==> src/rtl/foosball_kick_arbiter_if.sv <==
//==============================================================================
// Module      : foosball_kick_arbiter_if
// Description : Kick request / ball-speed load bundle between the rods and the
//               kick arbiter.
// Revision    : 1.0 - initial release
//==============================================================================
`default_nettype none

interface foosball_kick_arbiter_if #(
    parameter int NUM_RODS = 4
);
    logic                startOfFrame;
    logic [NUM_RODS-1:0] kickReq;
    logic [NUM_RODS-1:0] reqYUp;
    logic [NUM_RODS-1:0] grant;
    logic                loadSpeed;
    logic signed [10:0]  kickXSpeed;
    logic signed [10:0]  kickYSpeed;
    logic                kickActive;
    logic                busy;

    // Rod / frame side: raises requests, observes the granted kick
    modport master (
        output startOfFrame,
        output kickReq,
        output reqYUp,
        input  grant,
        input  loadSpeed,
        input  kickXSpeed,
        input  kickYSpeed,
        input  kickActive,
        input  busy
    );

    // Arbiter side
    modport slave (
        input  startOfFrame,
        input  kickReq,
        input  reqYUp,
        output grant,
        output loadSpeed,
        output kickXSpeed,
        output kickYSpeed,
        output kickActive,
        output busy
    );
endinterface

`default_nettype wire

==> src/rtl/foosball_kick_arbiter.sv <==
//==============================================================================
// Module      : foosball_kick_arbiter
// Description : Round-robin arbiter granting the shared ball-velocity load port
//               to one rod per kick, followed by a kick hold and a cooldown.
//               Optional macro KICK_PRIORITY_HUMAN_EN: human rods beat bot rods.
// Revision    : 1.0 - initial release
//==============================================================================
`default_nettype none

module foosball_kick_arbiter #(
    parameter int                  NUM_RODS        = 4,
    parameter logic [NUM_RODS-1:0] HUMAN_MASK      = 4'b0101,
    parameter int                  KICK_FRAMES     = 8,
    parameter int                  COOLDOWN_FRAMES = 15,
    parameter int                  KICK_X_SPEED    = 300,
    parameter int                  KICK_Y_SPEED    = 120
) (
    input  wire logic                    clk,
    input  wire logic                    resetN,
    foosball_kick_arbiter_if.slave       arb_if
);

    localparam int c_MAX_FRAMES = (KICK_FRAMES > COOLDOWN_FRAMES) ? KICK_FRAMES : COOLDOWN_FRAMES;
    localparam int c_CNT_W      = $clog2(c_MAX_FRAMES + 1);
    localparam int c_PTR_W      = $clog2(NUM_RODS);
    localparam int c_X_MAG      = (KICK_X_SPEED > 1023) ? 1023 : KICK_X_SPEED;
    localparam int c_Y_MAG      = (KICK_Y_SPEED > 1023) ? 1023 : KICK_Y_SPEED;

    localparam logic signed [10:0] c_X_POS = 11'(c_X_MAG);
    localparam logic signed [10:0] c_X_NEG = 11'(-c_X_MAG);
    localparam logic signed [10:0] c_Y_POS = 11'(c_Y_MAG);
    localparam logic signed [10:0] c_Y_NEG = 11'(-c_Y_MAG);

    localparam logic [c_CNT_W-1:0] c_KICK_END = c_CNT_W'(KICK_FRAMES);
    localparam logic [c_CNT_W-1:0] c_COOL_END = c_CNT_W'(COOLDOWN_FRAMES);
    localparam logic [c_CNT_W-1:0] c_CNT_ONE  = c_CNT_W'(1);
    localparam logic [c_PTR_W-1:0] c_PTR_LAST = c_PTR_W'(NUM_RODS - 1);
    localparam logic [c_PTR_W:0]   c_NUM      = (c_PTR_W + 1)'(NUM_RODS);
    localparam logic [NUM_RODS-1:0] c_ONE_HOT0 = NUM_RODS'(1);

    localparam logic [1:0] c_ST_IDLE = 2'd0;
    localparam logic [1:0] c_ST_KICK = 2'd1;
    localparam logic [1:0] c_ST_COOL = 2'd2;

    logic [1:0]          state_q,     state_d;
    logic [c_CNT_W-1:0]  frameCnt_q,  frameCnt_d;
    logic [c_PTR_W-1:0]  rrPtr_q,     rrPtr_d;
    logic [NUM_RODS-1:0] grant_q,     grant_d;
    logic                loadSpeed_q, loadSpeed_d;
    logic signed [10:0]  kickX_q,     kickX_d;
    logic signed [10:0]  kickY_q,     kickY_d;

    logic [NUM_RODS-1:0] w_cand;
    logic                w_found;
    logic [c_PTR_W-1:0]  w_sel;
    logic [c_PTR_W:0]    w_idx;
    logic [c_CNT_W-1:0]  w_cnt_inc;

    // Rotating scan from rrPtr; the candidate set narrows to humans when enabled
    always_comb begin
        w_cand  = arb_if.kickReq;
`ifdef KICK_PRIORITY_HUMAN_EN
        if ((arb_if.kickReq & HUMAN_MASK) != '0) begin
            w_cand = arb_if.kickReq & HUMAN_MASK;
        end
`endif
        w_found = 1'b0;
        w_sel   = '0;
        w_idx   = '0;
        for (int k = 0; k < NUM_RODS; k++) begin
            w_idx = (c_PTR_W + 1)'(rrPtr_q) + (c_PTR_W + 1)'(k);
            if (w_idx >= c_NUM) begin
                w_idx = w_idx - c_NUM;
            end
            if (!w_found && w_cand[w_idx[c_PTR_W-1:0]]) begin
                w_found = 1'b1;
                w_sel   = w_idx[c_PTR_W-1:0];
            end
        end
    end

    // State register
    always_ff @(posedge clk or negedge resetN) begin
        if (!resetN) begin
            state_q     <= c_ST_IDLE;
            frameCnt_q  <= '0;
            rrPtr_q     <= '0;
            grant_q     <= '0;
            loadSpeed_q <= 1'b0;
            kickX_q     <= '0;
            kickY_q     <= '0;
        end else begin
            state_q     <= state_d;
            frameCnt_q  <= frameCnt_d;
            rrPtr_q     <= rrPtr_d;
            grant_q     <= grant_d;
            loadSpeed_q <= loadSpeed_d;
            kickX_q     <= kickX_d;
            kickY_q     <= kickY_d;
        end
    end

    // Next-state logic; every transition waits for a frame boundary
    always_comb begin
        state_d     = state_q;
        frameCnt_d  = frameCnt_q;
        rrPtr_d     = rrPtr_q;
        grant_d     = grant_q;
        loadSpeed_d = 1'b0;
        kickX_d     = kickX_q;
        kickY_d     = kickY_q;
        w_cnt_inc   = frameCnt_q + c_CNT_ONE;

        case (state_q)
            c_ST_IDLE: begin
                if (arb_if.startOfFrame && w_found) begin
                    state_d     = c_ST_KICK;
                    frameCnt_d  = '0;
                    grant_d     = c_ONE_HOT0 << w_sel;
                    loadSpeed_d = 1'b1;
                    rrPtr_d     = (w_sel == c_PTR_LAST) ? '0 : w_sel + c_PTR_W'(1);
                    kickX_d     = HUMAN_MASK[w_sel]     ? c_X_POS : c_X_NEG;
                    kickY_d     = arb_if.reqYUp[w_sel]  ? c_Y_NEG : c_Y_POS;
                end
            end
            c_ST_KICK: begin
                if (arb_if.startOfFrame) begin
                    if (w_cnt_inc == c_KICK_END) begin
                        state_d    = (COOLDOWN_FRAMES == 0) ? c_ST_IDLE : c_ST_COOL;
                        frameCnt_d = '0;
                        grant_d    = '0;
                        kickX_d    = '0;
                        kickY_d    = '0;
                    end else begin
                        frameCnt_d = w_cnt_inc;
                    end
                end
            end
            c_ST_COOL: begin
                if (arb_if.startOfFrame) begin
                    if (w_cnt_inc == c_COOL_END) begin
                        state_d    = c_ST_IDLE;
                        frameCnt_d = '0;
                    end else begin
                        frameCnt_d = w_cnt_inc;
                    end
                end
            end
            default: begin
                state_d    = c_ST_IDLE;
                frameCnt_d = '0;
                grant_d    = '0;
                kickX_d    = '0;
                kickY_d    = '0;
            end
        endcase
    end

    // Outputs
    always_comb begin
        arb_if.grant      = grant_q;
        arb_if.loadSpeed  = loadSpeed_q;
        arb_if.kickXSpeed = kickX_q;
        arb_if.kickYSpeed = kickY_q;
        arb_if.kickActive = (state_q == c_ST_KICK);
        arb_if.busy       = (state_q != c_ST_IDLE);
    end

endmodule

`default_nettype wire

==> src/flat_wrapper.sv <==
// flat-port wrapper written by rule: the top's interface ports become plain ports
module foosball_kick_arbiter_flat 
#(
    parameter int                  NUM_RODS        = 4,
    parameter logic [NUM_RODS-1:0] HUMAN_MASK      = 4'b0101,
    parameter int                  KICK_FRAMES     = 8,
    parameter int                  COOLDOWN_FRAMES = 15,
    parameter int                  KICK_X_SPEED    = 300,
    parameter int                  KICK_Y_SPEED    = 120
)
  (clk, resetN, arb_if_startOfFrame, arb_if_kickReq, arb_if_reqYUp, arb_if_grant, arb_if_loadSpeed, arb_if_kickXSpeed, arb_if_kickYSpeed, arb_if_kickActive, arb_if_busy);
  foosball_kick_arbiter_if #(.NUM_RODS(NUM_RODS)) arb_if_i ();
  input  wire logic clk;
  input  wire logic resetN;
  input wire logic [$bits(arb_if_i.startOfFrame)-1:0] arb_if_startOfFrame;
  input wire logic [$bits(arb_if_i.kickReq)-1:0] arb_if_kickReq;
  input wire logic [$bits(arb_if_i.reqYUp)-1:0] arb_if_reqYUp;
  output wire logic [$bits(arb_if_i.grant)-1:0] arb_if_grant;
  output wire logic [$bits(arb_if_i.loadSpeed)-1:0] arb_if_loadSpeed;
  output wire logic [$bits(arb_if_i.kickXSpeed)-1:0] arb_if_kickXSpeed;
  output wire logic [$bits(arb_if_i.kickYSpeed)-1:0] arb_if_kickYSpeed;
  output wire logic [$bits(arb_if_i.kickActive)-1:0] arb_if_kickActive;
  output wire logic [$bits(arb_if_i.busy)-1:0] arb_if_busy;
  assign arb_if_i.startOfFrame = arb_if_startOfFrame;
  assign arb_if_i.kickReq = arb_if_kickReq;
  assign arb_if_i.reqYUp = arb_if_reqYUp;
  assign arb_if_grant = arb_if_i.grant;
  assign arb_if_loadSpeed = arb_if_i.loadSpeed;
  assign arb_if_kickXSpeed = arb_if_i.kickXSpeed;
  assign arb_if_kickYSpeed = arb_if_i.kickYSpeed;
  assign arb_if_kickActive = arb_if_i.kickActive;
  assign arb_if_busy = arb_if_i.busy;
  foosball_kick_arbiter #(.NUM_RODS(NUM_RODS), .HUMAN_MASK(HUMAN_MASK), .KICK_FRAMES(KICK_FRAMES), .COOLDOWN_FRAMES(COOLDOWN_FRAMES), .KICK_X_SPEED(KICK_X_SPEED), .KICK_Y_SPEED(KICK_Y_SPEED)) u_core (.clk(clk), .resetN(resetN), .arb_if(arb_if_i));
endmodule
==> config.mk <==
export PLATFORM = sky130hd
export DESIGN_NAME = foosball_kick_arbiter_flat
export DESIGN_NICKNAME = d
export VERILOG_FILES = /design/src/rtl/foosball_kick_arbiter_if.sv /design/src/rtl/foosball_kick_arbiter.sv /design/src/flat_wrapper.sv
export SDC_FILE = /design/constraint.sdc
export NUM_CORES = 1
export LEC_CHECK = 0
export ABC_AREA = 1
export BUFFER_PORTS_ARGS = -buffer_cell sky130_fd_sc_hd__buf_4
export CORE_MARGIN = 2
export CORE_UTILIZATION = 52
export CTS_CLUSTER_DIAMETER = 40
export DETAILED_ROUTE_END_ITERATION = 8
export PLACE_DENSITY = 0.86
export SYNTH_ARGS = -nofsm -noshare
export SYNTH_HDL_FRONTEND = slang
export SYNTH_SLANG_ARGS = --single-unit
==> constraint.sdc <==
create_clock -name clk -period 2.24 [get_ports clk]
set_input_delay 0 -clock clk [delete_from_list [all_inputs] [get_ports clk]]
set_output_delay 0 -clock clk [all_outputs]
set_load 0.005 [all_outputs]
# Word-level counts from Yosys, hierarchy flattened
# Index checks and enable logic that the tools add are counted.
# op_classes
n_reduce_logical	13
shifts	1
eq_ne	10
n_addsub	9
n_bitwise	1
muxes	51
order_cmp	9
# ops
operator	n
11-bit 2-to-1 mux	6
11-bit one-hot mux with 3 select lines	2
4-bit 2-to-1 mux	8
2-bit 2-to-1 mux	14
4-bit one-hot mux with 3 select lines	2
2-bit by 3-bit less-than comparator with 1-bit output, second input constant	5
1-bit binary-select mux with 2-bit select	6
1-bit 2-to-1 mux	12
3-bit greater-or-equal comparator, second input constant	3
4-bit equality test, second input constant	2
2-bit by 1-bit subtractor with 2-bit output, second input constant	4
2-bit by 2-bit adder with 3-bit output, second input constant	2
2-bit by 1-bit != test with 1-bit output, second input constant	3
2-bit one-hot mux with 3 select lines	1
5-bit AND reduction	1
4-bit by 1-bit adder with 4-bit output, second input constant	1
2-bit equality test, second input constant	2
1-bit logical AND	4
2-bit != test, second input constant	2
4-bit AND reduction	1
1-bit by 2-bit left shift with 4-bit output, first input constant	1
2-bit by 1-bit adder with 3-bit output, second input constant	1
2-bit by 3-bit greater-or-equal comparator with 1-bit output, second input constant	1
1-bit logical NOT	3
other kinds (7)	7
# totals
input_bits	11
word_cells	101
regBits	35

# Logic depth before layout (Yosys ltp)
# logic_depth
word_depth	19
depth_mapped	15

# Worst setup path after synthesis
# OpenSTA, ideal clock, no wires.
# synth_path
path_type	reg-to-reg
start	reg u_core.rrPtr_q[0]
end	reg u_core.grant_q[1] (netlist: u_core.arb_if.grant[1])
slack_ps	487
t_arrival_ps	1632
setup_ps	121
path_stages_with_launch	12
period_less_slack_ps	1753
path_buffers	1
cell_sequence	dfrtp_1 -> buf_6 -> inv_8 -> nand2_2 -> nand3_1 -> nand2_2 -> nor2_4 -> nand3_4 -> nand3_4 -> inv_2 -> ha_1 -> a22o_1
# synth_via
elab_chain_cells	17
# synth_lines
element	line	text
start: declaration	foosball_kick_arbiter.sv:47	logic [c_PTR_W-1:0] rrPtr_q, rrPtr_d;
start signal: assignment	foosball_kick_arbiter.sv:95	rrPtr_q <= rrPtr_d;
branches (longest 17 deep; another with 2-bit by 1-bit adder with 3-bit output)	-	
end signal: assignment	foosball_kick_arbiter.sv:96	grant_q <= grant_d;
end: declaration	foosball_kick_arbiter.sv:48	logic [NUM_RODS-1:0] grant_q, grant_d;
# Parallel ways; which one is timed is not known. The select of a mux whose other input is x is not followed.
# A chain may end at the register's enable or synchronous reset.

# Worst setup path in the final report
# Ends and elaborated chain as after synthesis.

==> impl_metrics.yaml <==
synth:
  synth_mux_area_frac: 0
  synthCells: 187
  synth_compound_area_frac: 0.08460
  synth_top_family_by_area: "simple AND/OR/NAND/NOR gates"
  seq_area_frac_synth: 0.3046
  synthXorXnorAreaFrac: 0.01184
  synth_area_per_cell_um2: 7.909
  synthSimpleGateAreaFrac: 0.3570
  ys_seq_elements: 18
  synthAdderAreaFrac: 0.08460
  ys_types: 28
  yosysWarningCount: 0
  synth_area_um2: 1479
grt:
  grtUsageMet2: 0.2857
  grt_max_degree: 19
  top_usage_layer: "met2"
  antenna_found_initial: 0
  grt_use_total: 0.1734
  grt-ovfl-total: 0
  grt_pass1_vias: 1073
  grtUsageMet3: 0.04535
  grt_pass1_wl_mm: 4.540
  grt_use_met1: 0.2373
clock_network:
  cts-resized-gates: 0
  clock_latency_ns: 0.30
  tritoncts: "built"
  cts_sinks: 18
  cts_made_buffers: 3
  clockBufferDepth: 2
  cts_root_buf: "clkbuf_4"
  htree_levels: 1
  clk_pin_slew_ns: 0.10
  cts_setup_buffers: 0
drt:
  drc: 0
  final_antenna_net_count: 0
  wl_per_cell_um: 10.60
  viasPerCell: 4.918
  routed_wl_mm: 2.577
  initialDrtViolationCount: 24
  drt_pass1_iterations: 4
  route.vias.total: 1195
place:
  place_congestion: 0.8422
  hpwl_mm: 2.117
  place_inst: 238
  numPortBuffers: 34
timing:
  fin_crit_ns: 2.059
  fin_worst_skew_ns: 0.002861
  rsz0062_at_grt: "no"
  final-setup-viol-count: 0
  fmax_mhz: 485.8
  min_period_over_period: 0.9190
  slew_viol_final: 0
  fin_tns_setup_ns: 0
  worst_hold_slack_ns: 0.02356
  hold_violations: 0
min_path:
  hold_depth: 3
  holdCritPathClass: "in2reg"
finish:
  final_common_cell: "nand2_1"
  area_growth_pct: 14.64
  fin_util: 0.6201
  nets: 234
  fill_cells: 247
  final_cell_mix: "nand2_1 (51), buf_4 (34), dfrtp_1 (18)"
  multi_input_area_um2: 814.5
  drive_gt1_frac: 0.3255
  diodes: 0
  seq_area_um2: 450.4
  instances_no_fill: 243
floorplan:
  core-area_um2: 2734
  rows: 19
  die_w_um: 57.33
  start_util: 0.5410
  die_y_um: 57.33
  pin_count: 40
  dieArea_um2: 3287
critical_path:
  critPathMaxFanout: 10
  path_delay_family: "simple AND/OR/NAND/NOR gates"
  critPathKind: "reg2reg"
  critPathSlowestCell: "dfrtp_1"
  startpoint: "u_core.rrPtr_q[0]$_DFFE_PN0P_"
  worstSetupStartpointType: "flop"
  cp.required_ns: 2.44
  cp-endpoint: "u_core.arb_if.grant[1]$_DFFE_PN0P_"
  cp_num_buf_inv: 1
  crit_arrival_ns: 2.25
  reg2reg_slack_ns: 0.18
  critical_path_cell_count: 9
  timing.rr.start: "u_core.rrPtr_q[0]$_DFFE_PN0P_"
  reg2regPathDepth: 9
  max_stage_delay_ns: 0.64
  crit_chain: "nand2_1 -> nand3_1 -> nand2_2 -> nor2_4 -> nand3_4 -> nand3_4 -> inv_2 -> ha_1 -> a22o_1"
  r2r_end: "u_core.arb_if.grant[1]$_DFFE_PN0P_"
  crit_top_cell: "nand3_4"
  critical_path.endpoint_type: "flop"
power:
  max-vdd-ir-drop_uv: 1040
  powerDensity_nw_per_um2: 1443
  total_leakage_power_nw: 0.9434
job:
  cap_violations: 0
run_status:
  status: "finished, final reports clean"
-- cell type report --
class | instances | share of cell area
inverter | 22 | 0.05314
clock buffer | 4 | 0.02140
timing repair buffer | 35 | 0.1565
sequential | 18 | 0.2657
multi-input combinational | 133 | 0.4804
tap | 31 | 0.02288
-- worst register-to-register path: stages (launching register included) --
cell     delay, ns
dfrtp_1       0.64
nand2_1       0.13
nand3_1       0.16
nand2_2       0.09
nor2_4        0.16
nand3_4       0.13
nand3_4       0.16
inv_2         0.07
ha_1          0.20
a22o_1        0.22
-- routing by layer --
layer  part of all wire  wire [µm]
met1               0.48       1239
met2               0.45       1168
met3              0.060        155
met4             0.0050         13
met5                  0          0
-- power breakdown --
| group | switching (mW) | internal (mW) |
|---|---|---|
| Combinational | 1.02 | 0.674 |
| Clock | 0.103 | 0.0992 |
| Sequential | 0.117 | 0.437 |
-- through the flow --
stage / power, mW / setup slack [ns] / instance area [µm²]
floorplan: 1.892 / 0.4870 / 1494
global placement: 2.243 / 0.1993 / 1649
detailed placement: 2.267 / 0.1842 / 1649
CTS: 2.475 / 0.1719 / 1695
global route: 2.726 / 0.05334 / 1695
finish: 2.447 / 0.1814 / 1695
-- worst min path at each step --
| stage | to | startpoint |
|---|---|---|
| after floorplan | u_core.arb_if.grant[0]$_DFFE_PN0P_ | resetN |
| after global placement | u_core.arb_if.grant[1]$_DFFE_PN0P_ | resetN |
| after detailed placement | u_core.arb_if.grant[1]$_DFFE_PN0P_ | resetN |
| after CTS | u_core.arb_if.loadSpeed$_DFF_PN0_ | arb_if_startOfFrame |
| after global routing | u_core.arb_if.loadSpeed$_DFF_PN0_ | arb_if_startOfFrame |
| final | u_core.arb_if.loadSpeed$_DFF_PN0_ | arb_if_startOfFrame |
-- cells by family after synthesis --
family | Yosys count
AOI/OAI and AO/OA | 18
xor gates and xnor gates | 2
adders and majority gates | 10
buffers and inverters | 40
DFF | 18
other | 1
and+or+nand+nor | 98
-- synthesized netlist by cell type (all sizes together) --
library cell / count / area share
clkinv: 1 / 0.0025
xnor2: 1 / 0.0059
dfrtp: 18 / 0.30
inv: 21 / 0.058
o21ai: 10 / 0.039
conb: 1 / 0.0025
a22o: 6 / 0.036
ha: 10 / 0.085
buf: 18 / 0.094
o21bai: 1 / 0.0051
nand2: 67 / 0.21
nand3: 21 / 0.10
nor2: 6 / 0.027
xor2: 1 / 0.0059
nand4: 4 / 0.017
o31ai: 1 / 0.0051
-- repair_timing --
action                                 CTS  global route
hold buffers                             1             0
endpoints found under the hold margin   18             0
setup endpoints to repair                0             0
-- flip-flops by register name, indices dropped and copies added, names as in the netlist --
register / flops
u_core.arb_if.grant: 4
u_core.arb_if.kickXSpeed: 2
u_core.arb_if.kickYSpeed: 3
u_core.arb_if.loadSpeed: 1
u_core.frameCnt_q: 4
u_core.rrPtr_q: 2
u_core.state_q: 2
Power figures use the tool's default switching activity.
